`config.mk`:
```
export PLATFORM = sky130hd
export DESIGN_NAME = pipe_check_table
export DESIGN_NICKNAME = d
export VERILOG_FILES = /design/src/rtl/pipe_check_pkg.sv /design/src/rtl/pipe_check_table.sv
export SDC_FILE = /design/constraint.sdc
export NUM_CORES = 1
export LEC_CHECK = 0
export CORE_MARGIN = 2
export CORE_UTILIZATION = 45
export DETAILED_ROUTE_END_ITERATION = 12
export HOLD_SLACK_MARGIN = 0.05
export PLACE_DENSITY = 0.68
export SLEW_MARGIN = 40
export SYNTH_ARGS = -nofsm -noshare
export SYNTH_HDL_FRONTEND = slang
export SYNTH_SLANG_ARGS = --single-unit
```
`constraint.sdc`:
```
create_clock -name i_clk -period 8.3 [get_ports i_clk]
set_clock_uncertainty 0.05 [all_clocks]
set_input_delay 1.245 -clock i_clk [delete_from_list [all_inputs] [get_ports i_clk]]
set_output_delay 1.245 -clock i_clk [all_outputs]
set_load 0.02 [all_outputs]
```
`src/rtl/pipe_check_pkg.sv`:
```
// Shared types and field widths for the pipeline store checker.
package pipe_check_pkg;

  localparam int unsigned STATE_W     = 2;
  localparam int unsigned FAIL_CODE_W = 2;

  typedef enum logic [STATE_W-1:0] {
    ST_IDLE = 2'd0,
    ST_RUN  = 2'd1,
    ST_PASS = 2'd2,
    ST_FAIL = 2'd3
  } state_t;

  typedef enum logic [FAIL_CODE_W-1:0] {
    FC_NONE          = 2'd0,
    FC_UNEXP_ADDR    = 2'd1,
    FC_DATA_MISMATCH = 2'd2,
    FC_TIMEOUT       = 2'd3
  } fail_code_t;

  // Index width that stays legal for a single-entry table.
  function automatic int unsigned idx_width(input int unsigned n);
    return (n > 1) ? $clog2(n) : 1;
  endfunction

endpackage

```
`src/rtl/pipe_check_table.sv`:
```
// Expected-store register file with matched bitmap and per-entry compare vectors.
module pipe_check_table #(
  parameter  int unsigned P_DATA_WIDTH = 32,
  parameter  int unsigned P_ADDR_WIDTH = 32,
  parameter  int unsigned P_NUM_EXP    = 4,
  localparam int unsigned IDX_W        = pipe_check_pkg::idx_width(P_NUM_EXP)
) (
  input  logic                    i_clk,
  input  logic                    i_rst,
  input  logic                    i_we,
  input  logic [IDX_W-1:0]        i_widx,
  input  logic [P_ADDR_WIDTH-1:0] i_waddr,
  input  logic [P_DATA_WIDTH-1:0] i_wdata,
  input  logic                    i_clr_match,
  input  logic [P_NUM_EXP-1:0]    i_set_match,
  input  logic [P_ADDR_WIDTH-1:0] i_addr,
  input  logic [P_DATA_WIDTH-1:0] i_data,
  output logic [P_NUM_EXP-1:0]    o_addr_hit_c,
  output logic [P_NUM_EXP-1:0]    o_data_eq_c,
  output logic [P_NUM_EXP-1:0]    o_matched
);

  logic [P_NUM_EXP-1:0][P_ADDR_WIDTH-1:0] addr_q;
  logic [P_NUM_EXP-1:0][P_DATA_WIDTH-1:0] data_q;
  logic [P_NUM_EXP-1:0]                   matched_q;

  // Entry storage and matched bitmap; a start clears the bitmap only.
  always_ff @(posedge i_clk or posedge i_rst) begin
    if (i_rst) begin
      addr_q    <= '0;
      data_q    <= '0;
      matched_q <= '0;
    end else begin
      if (i_we && (32'(i_widx) < P_NUM_EXP)) begin
        addr_q[i_widx] <= i_waddr;
        data_q[i_widx] <= i_wdata;
      end
      if (i_clr_match) begin
        matched_q <= '0;
      end else begin
        matched_q <= matched_q | i_set_match;
      end
    end
  end

  // Raw per-entry comparison against the observed store.
  always_comb begin
    o_addr_hit_c = '0;
    o_data_eq_c  = '0;
    for (int i = 0; i < int'(P_NUM_EXP); i++) begin
      o_addr_hit_c[i] = (addr_q[i] == i_addr);
      o_data_eq_c[i]  = (data_q[i] == i_data);
    end
  end

  assign o_matched = matched_q;

endmodule

```
Word level (Yosys, flattened, before mapping)

Index checks and enable logic that the tools add are counted.

Bits in registers: 260
Bits of input ports: 138
Output and inout bits: 12
Word-level logic and storage cells: 26

$lt $le $gt $ge: 2
Equality and inequality tests: 8
Multiplexer cells: 5
Bitwise gates (word level): 1
Reduce and logical (&&, ||, !) cells: 1

Operators with widths:

| cell               | number |
|---|---|
| $bwmux 128         | 2 |
| $eq 32x32->1       | 8 |
| $demux 32 s2       | 1 |
| $mux 32            | 1 |
| $mux 4             | 1 |
| $or 4x4->4         | 1 |
| $lt 2x3->1 const B | 1 |
| $ge 2x1->1 const B | 1 |
| $logic_and 1x1->1  | 1 |

Depth between registers and ports, before layout

Gate-level depths: netlist of run 1.

Depth in word-level cells: 5
Depth in mapped cells: 4
Gate-level depth less buffers: 4

Worst setup path before layout of run 1

Ideal clock, no wire load.

Path kind: input port to output port
Start: in i_data[31]
End: out o_data_eq_c[1]
Data arrival time: 2.063 ns
Data required time: 7.005 ns
Setup slack: 4.942 ns
Stages: 4
Buffers on the path: 0
Cell sequence: xor2_1 > nor4_1 > nand4_1 > nor2_1

Cells in the longest elaborated chain, start to end: 1

RTL lines:

| element            | line                   | RTL |
|---|---|---|
| start: declaration | pipe_check_table.sv:17 | `input logic [P_DATA_WIDTH-1:0] i_data,` |
| $eq 32x32->1       | pipe_check_table.sv:52 | `o_data_eq_c[i] = (data_q[i] == i_data);` |
| end: declaration   | pipe_check_table.sv:19 | `output logic [P_NUM_EXP-1:0] o_data_eq_c,` |

Every way passes these cells.

Final worst setup path of run 1

Start: in i_addr[31]
End: out o_addr_hit_c[0]

Cells in the longest elaborated chain, start to end: 1

RTL lines:

| element            | line                   | RTL |
|---|---|---|
| start: declaration | pipe_check_table.sv:16 | `input logic [P_ADDR_WIDTH-1:0] i_addr,` |
| $eq 32x32->1       | pipe_check_table.sv:51 | `o_addr_hit_c[i] = (addr_q[i] == i_addr);` |
| end: declaration   | pipe_check_table.sv:18 | `output logic [P_NUM_EXP-1:0] o_addr_hit_c,` |

Every way passes these cells.

==> results.md, run 1 <==
Status:
- The run finished with clean final reports.

Detailed routing:
- The routed wire length is approximately 27 mm.
- The DRC violations left is 0.
- In this run the remaining antenna-violating nets after routing total 0.
- The routed layout has 7,455 vias.
- The number of design-rule violations left by the first detailed-router iteration is between 200 and 300.
- The detailed-route wire length per cell is 18.4 um.
- The pre-antenna-repair detailed-routing pass consisted of 6 iterations.
- The detailed-route vias per instance is between 5 and 6.

Setup path:
- The critical path goes through clkdlybuf4s50_1, xor2_1, nor4_1, nand4_1, nor2_1, clkdlybuf4s50_1.
- The beginning of the critical path is i_addr[31].
- The nature of the critical path endpoint is a primary output.
- The required time of the critical path is between 7000 and 8000 ps.
- STA classifies the critical path startpoint as an input pin.
- The combined buffer and inverter count along the critical path is 2.
- The family of cells with the greatest summed delay on the critical path is buffers and inverters.
- The endpoint arrival time on the critical path is around 3600 ps.
- The highest net fanout along the worst path is 4.
- By instance count, the cell type seen most on the critical path is sky130_fd_sc_hd__clkdlybuf4s50_1.
- By startpoint and endpoint, the worst setup path is classified as input pin to primary output.
- The worst register-to-register path begins at addr_q[119].
- The slowest stage of the critical path belongs to the cell sky130_fd_sc_hd__nor4_1.
- On the worst path, the slowest cell contributes a delay of about 610 ps.

Power:
- The combinational cell fraction of total power is 0.173.
- The part of the total power dissipated in sequential elements is 0.456.
- The clock share of power is 0.371.
- In this run the power density over the cells is around 240 mW/mm^2.
- The worst vdd rail ir drop is 0.000160 V.
- The completed layout was analyzed and its total power is approximately 3.7 mW.
- Summed over all nets, the switching power comes to 0.917 mW.
- Of the total power, the share spent switching nets is 0.251.
- For this design the static power due to leakage is between 6 and 7 nW.
- The internal power contribution is around 2.7 mW.

Synth:
- sky130_fd_sc_hd__dfrtp_1 takes more of the synthesized area than any other cell.
- In this run, distinct cell masters in the synthesized netlist total 14.
- The number of warnings issued by yosys is 0.
- When the netlist entered floorplanning its net count stood at ~1,000.
- The share of the synthesized area in the top cell type is 0.521.
- By area the synthesized netlist is led by sky130_fd_sc_hd__dfrtp_1 (52%), sky130_fd_sc_hd__xor2_1 (18%), sky130_fd_sc_hd__mux2_2 (17%).
- The post-synthesis area per instance is ~14 um^2.
- The cell area after technology mapping is ~0.012 mm^2.
- In the synthesized netlist, the number of instances is 900.
- The proportion of synthesized chip area in sequential cells is 0.521.
- The synthesized design contains 260 register bits.

Timing:
- The final number of hold-violating endpoints is 0.
- The worst-case headroom to the max-slew limit is 0.482.
- The final-layout setup total negative slack is 0 ps.
- The final max-slew violation count is 0.
- The clock period could shrink to just under 5000 ps.
- The final-report setup violation count is 0.
- Dividing the final minimum period by the clock period gives 0.588.
- At the pin with the least slew margin, the transition time is 777 ps.
- Setup repair after global routing left no endpoint under its margin.
- The highest clock rate is roughly 210 MHz.

Die:
- The die is between 150 and 200 um tall.
- The I/O pin count is 150.
- The die covers just under 0.03 mm^2.
- The placeable core region is approximately 0.027 mm^2.
- The floorplan has 60 rows.
- The initial standard-cell utilization of the core is 0.461.
- In this run the horizontal extent of the chip is approximately 170 um.

Clock tree:
- The hold-fix buffer count after cts is 0.
- CTS built an H-tree with a depth of 1.
- The clock reaches the later pin of the worst-skew pair after 520 ps.
- The setup fix buffers added after clock tree synthesis is 0.
- Counting every sink on the clock net gives 260.
- Counting the buffers created by CTS gives 29.
- Clock tree synthesis selected as its root buffer the cell sky130_fd_sc_hd__clkbuf_16.
- The TritonCTS clock tree is done.
- The clock-pin transition on the worst setup and hold timing paths is around 60 ps.
- The maximum root-to-sink buffer count is 3.
- Post-CTS repair changed the size of 0 cells.

Global routing:
- The initial antenna violation count is 2.
- The largest net degree at the start of global routing is a little under 80.
- The total grt overflow is 0.
- The number of global-route vias before repair is a little over 8,000.
- The first global-routing pass estimated about 43 mm of wire.
- In the global route stage, overall resource usage came out at 0.189.

Placement:
- The routability congestion estimate is 0.782.
- The number of placed cells counting well taps is 1,402.
- Buffers placed on the I/O ports in this run total between 100 and 150.
- Summed over all nets, the half-perimeter wirelength after detailed placement is roughly 18 mm.

Finish:
- The top cell types in the final layout, fill and taps aside, are sky130_fd_sc_hd__dfrtp_1 (260), sky130_fd_sc_hd__xor2_1 (256), sky130_fd_sc_hd__mux2_2 (191).
- The number of nets at the end of the flow is around 1,200.
- The fraction of layout cells with a size suffix above 1 is 0.228.
- The area growth from synthesis to layout is 23.1%.
- Leaving out fill and tap cells, the most frequent cell in the layout is sky130_fd_sc_hd__dfrtp_1.
- The post-route non-filler standard cell count is about 1,500.

Hold path:
- The path class of the lowest-slack min-delay path is register to register.
- In this run the most critical hold path is launched from o_matched[1].

Flow run:
- The tool flagged a number of max-cap violations equal to 0.
==> metrics by stage <==
stage / util / setup slack (ps) / area (um^2) / hold slack, ps
floorplan: - / 3580 / 12500 / 428
global placement: 0.526 / 3430 / 14300 / 430
detailed placement: 0.529 / 3450 / 14300 / 438
CTS: 0.567 / 3450 / 15400 / 454
global route: 0.567 / 3380 / 15400 / 474
finish: 0.567 / 3420 / 15400 / 448
==> per-layer routing <==
metal  track usage  vias up  wire [um]  part of all wire
met4        0.0576        2        695             0.026
met3        0.0305       49       1120             0.042
met1         0.250     3751      12100              0.45
met2         0.320      154      12800              0.48
met5             0        -         13           0.00049
li1              -     3499          -                 -
==> registers in the layout (all words and copies together), names as in the netlist <==
name       cells
o_matched      4
addr_q       128
data_q       128
==> Yosys cell counts <==
| cell | n |
|---|---|
| sky130_fd_sc_hd__buf_2 | 6 |
| sky130_fd_sc_hd__buf_4 | 3 |
| sky130_fd_sc_hd__buf_6 | 18 |
| sky130_fd_sc_hd__dfrtp_1 | 260 |
| sky130_fd_sc_hd__inv_1 | 1 |
| sky130_fd_sc_hd__mux2_1 | 65 |
| sky130_fd_sc_hd__mux2_2 | 191 |
| sky130_fd_sc_hd__nand3_2 | 1 |
| sky130_fd_sc_hd__nand3b_1 | 2 |
| sky130_fd_sc_hd__nand4_1 | 16 |
| sky130_fd_sc_hd__nor2_1 | 16 |
| sky130_fd_sc_hd__nor3b_2 | 1 |
| sky130_fd_sc_hd__nor4_1 | 64 |
| sky130_fd_sc_hd__xor2_1 | 256 |
==> kinds of logic (layout without fill, tap and decap cells) <==
family        after synthesis  after routing  share of synthesized area
other cells                 0              2                          0
buf+inv                    28            210                     0.0207
mux                       256            256                      0.231
flops                     260            260                      0.521
xor+xnor                  256            256                      0.180
simple gates              100            100                     0.0479
==> worst paths after layout <==
kind	end	slack, ps	cells after the start
worst max-delay path	o_addr_hit_c[0]	3420	6
worst min-delay path	o_matched[1]	450	2
worst max register to register	addr_q[119]	7420	1
worst min register to register	o_matched[1]	450	2
max in group asynchronous	addr_q[123]	5450	6
min in group asynchronous	data_q[84]	1080	3
==> tightest hold or removal path, delay by kind of cell, from the launching register on <==
| kind | cells | cell delay (ps) |
|---|---|---|
| flops | 1 | 340 |
| simple gates | 2 | 120 |
==> power groups by stage <==
stage                     registers (mW)  clock network, mW  logic (mW)
after floorplan                     1.65                  0       0.446
after global placement              1.68                  0       0.629
after detailed placement            1.69                  0       0.643
after CTS                           1.67               1.39       0.648
after global routing                1.70               1.45       0.702
final                               1.67               1.36       0.634
==> cell type report <==
class | count | area, um^2
Tap cell | 372 | 465
Clock buffer | 44 | 862
Multi-Input combinational cell | 612 | 5740
Antenna cell | 2 | 5.00
Sequential cell | 260 | 6510
Inverter | 1 | 7.51
Clock inverter | 8 | 165
Timing Repair Buffer | 157 | 1620
Fill cell | 2276 | 11700
Note: power is estimated with default switching activity, not from simulation.
==> inputs of run 2 (changes only) <==
==> constraint.sdc (replaced) <==
create_clock -name i_clk -period 4 [get_ports i_clk]
set_clock_uncertainty 0.05 [all_clocks]
set_input_delay 0.6 -clock i_clk [delete_from_list [all_inputs] [get_ports i_clk]]
set_output_delay 0.6 -clock i_clk [all_outputs]
set_load 0.02 [all_outputs]
==> results.md, run 2 (synthesis results as in run 1) <==
Setup path:
- The reg-to-reg endpoint is addr_q[25].
- The endpoint arrival time on the critical path came to 2930 ps (-650 ps).
- The required time of the critical path came to 3350 ps (-3660 ps).
- The critical path start-end classification is input pin to primary output.
- The cell depth of the worst flop-to-flop path was 1 (unchanged).
- STA classifies the critical path endpoint as a primary output.
- The startpoint identified for the worst register-to-register timing path is addr_q[25].
- The minimum setup slack among reg-to-reg paths was 3130 ps (-4290 ps).
- The highest net fanout along the worst path is 4 (unchanged).
- The sort of element at the start of the critical path is an input pin.

Power:
- The overall power is 7.39 mW (+100%).
- The leakage component of the power is 6.48 nW (-0.31%).
- The power per cell area is 482 mW/mm^2 (+100%).
- The worst vdd rail ir drop is 0.000295 V (+84%).

Global routing:
- The global-route wire length before repair is 44.3 mm (+2.2%).
- The initial antenna violation count is 2 (unchanged).
- The total grt overflow is 0 (unchanged).
- The number of global-route vias before repair is 8,030 (-1.2%).
- The largest net degree at the start of global routing is 91 (+15%).
- The overall global routing resource usage is 0.194 (+0.00542).

Clock tree:
- The worst-skew pair later-pin latency is 540 ps (+20 ps).
- The total clock buffers created by CTS is 30 (+3.4%).
- The maximum root-to-sink buffer count came to 3 (unchanged).
- The CTS H-tree depth is 1 (unchanged).
- The post-cts repair resize count is 0 (unchanged).
- The root buffer selected by CTS is sky130_fd_sc_hd__clkbuf_16.
- TritonCTS built the clock tree.
- The hold-fix buffer count after cts is 0 (unchanged).
- The setup fix buffers added after clock tree synthesis came to 0 (unchanged).
- The clock-pin transition on the worst setup and hold timing paths is 50 ps (about the same).
- The number of clock sinks came to 260 (unchanged).

Timing:
- The final-report setup violation count is 0 (unchanged).
- The transition time at the pin with the least slew margin is 724 ps (-53.6 ps).
- The tightest hold margin is 449 ps (+1.86 ps).
- Setup repair after global routing left no endpoint under its margin.
- The worst-case headroom to the max-slew limit is 0.517 (+0.0347).
- The highest clock rate is ~280 MHz.
- Dividing the final minimum period by the clock period gives 0.895.
- The final number of hold-violating endpoints came to 0 (unchanged).
- The smallest clock period supported by the final layout is computed as approximately 3600 ps.
- The final max-slew violation count is 0 (unchanged).

Hold path:
- The worst hold path startpoint is o_matched[0].
- The endpoint of the worst hold-timing path is o_matched[0].
- The hold-critical path depth came to 2 (unchanged).
- The path class of the lowest-slack min-delay path is register to register.

Detailed routing:
- The routed wire length is 27.6 mm (+3.4%).
- The count of TritonRoute iterations in the first routing pass is 4 (-2).
- The detailed-route vias per instance is 5.11 (-0.24%).
- The number of routed nets with antenna violations is 0 (unchanged).
- The detailed-route wire length per cell is 18.9 um (+3.0%).
- The number of design-rule violations left by the first detailed-router iteration is 348 (+17%).
- The total via count after detailed routing is 7,468 (+0.17%).
- The DRC violations left is 0 (unchanged).

Finish:
- The fill cell instance count of the final layout was 2,291 (+0.66%).
- In the layout the commonest cells are sky130_fd_sc_hd__dfrtp_1 (260), sky130_fd_sc_hd__xor2_1 (256), sky130_fd_sc_hd__mux2_2 (191).
- The cell area after layout came to 0.0153 mm^2 (-0.27%).
- The area added between synthesis and finish is 22.7%.
- The fraction of layout cells with a size suffix above 1 is 0.229 (+0.000579).
- Leaving out fill and tap cells, the most frequent cell in the layout is sky130_fd_sc_hd__dfrtp_1.
- The number of nets at the end of the flow is 1,205 (+0.50%).

Die:
- The initial standard-cell utilization of the core is 0.461 (unchanged).
- The die outline area is 0.0291 mm^2 (unchanged).
- The standard-cell row count was 60 (unchanged).
- The height of the die is 171 um (unchanged).
- The placeable core region is 0.0271 mm^2 (unchanged).
- The I/O pin count is 150 (unchanged).
- The die boundary width is 171 um (unchanged).

Flow run:
- The max-capacitance violation count came to 0 (unchanged).

Placement:
- The final HPWL from detailed placement is 18.9 mm (+3.5%).
- The count of port buffers added during placement is 149 (unchanged).
- The cell area after placement is 0.0144 mm^2 (+0.23%).
- The routability congestion estimate is 0.769 (-1.8%).

Status:
- The run finished with clean final reports.
[run 2: changes by cell type in the layout (fill, tap and decap cells not counted), moves of 4 or more]
| cell | previous run | this run |
|---|---|---|
| sky130_fd_sc_hd__buf_12 | 1 | 5 |
| sky130_fd_sc_hd__buf_4 | 1 | 8 |
| sky130_fd_sc_hd__buf_6 | 4 | 0 |
| sky130_fd_sc_hd__bufinv_16 | 5 | 0 |
| sky130_fd_sc_hd__clkbuf_1 | 7 | 11 |
[run 2: area by class of cell]
class / count / area (um^2) / area share
Antenna cell: 2 / 5.00 / 0.000327
Clock buffer: 51 / 941 / 0.0614
Clock inverter: 2 / 12.5 / 0.000816
Inverter: 1 / 7.51 / 0.000490
Multi-Input combinational cell: 612 / 5740 / 0.374
Sequential cell: 260 / 6510 / 0.425
Tap cell: 372 / 465 / 0.0304
Timing Repair Buffer: 162 / 1650 / 0.108
[run 2: power by group]
group,internal (mW),total (mW),switching (mW)
Sequential,3.13,3.46,0.331
Combinational,0.762,1.33,0.566
Clock,1.58,2.60,1.02
[run 2: worst max-delay path: stages]
cell and delay (ps):
sky130_fd_sc_hd__clkdlybuf4s50_1 510, sky130_fd_sc_hd__xor2_1 210, sky130_fd_sc_hd__nor4_1 550, sky130_fd_sc_hd__nand4_1 250, sky130_fd_sc_hd__nor2_1 180, sky130_fd_sc_hd__clkdlybuf4s50_1 630
[run 2: metal layers]
layer | vias up | share of wire | GRT usage
met5 | - | 0.00040 | 0
met4 | 2 | 0.018 | 0.0401
met3 | 37 | 0.042 | 0.0287
met2 | 154 | 0.49 | 0.333
met1 | 3763 | 0.45 | 0.263
li1 | 3512 | - | -
[run 2: worst max path at each step]
stage	from	endpoint	slack, ps	cells after the start
after floorplan	i_rst	addr_q[0]	-80	1
after global placement	i_data[24]	o_data_eq_c[1]	380	6
after detailed placement	i_data[24]	o_data_eq_c[1]	460	6
after CTS	i_addr[31]	o_addr_hit_c[2]	430	6
after global routing	i_data[7]	o_data_eq_c[1]	350	6
final	i_data[29]	o_data_eq_c[2]	420	6
[run 2: stage by stage]
| stage | utilization | instances | setup TNS, ps | setup WS (ps) |
|---|---|---|---|---|
| after CTS | 0.565 | 1460 | 0 | 432 |
| after floorplan | - | 900 | -20170 | -77.6 |
| after detailed placement | 0.530 | 1407 | 0 | 460 |
| after global placement | 0.530 | 1407 | 0 | 382 |
| final | 0.566 | 1462 | 0 | 418 |
| after global routing | 0.565 | 1460 | 0 | 346 |
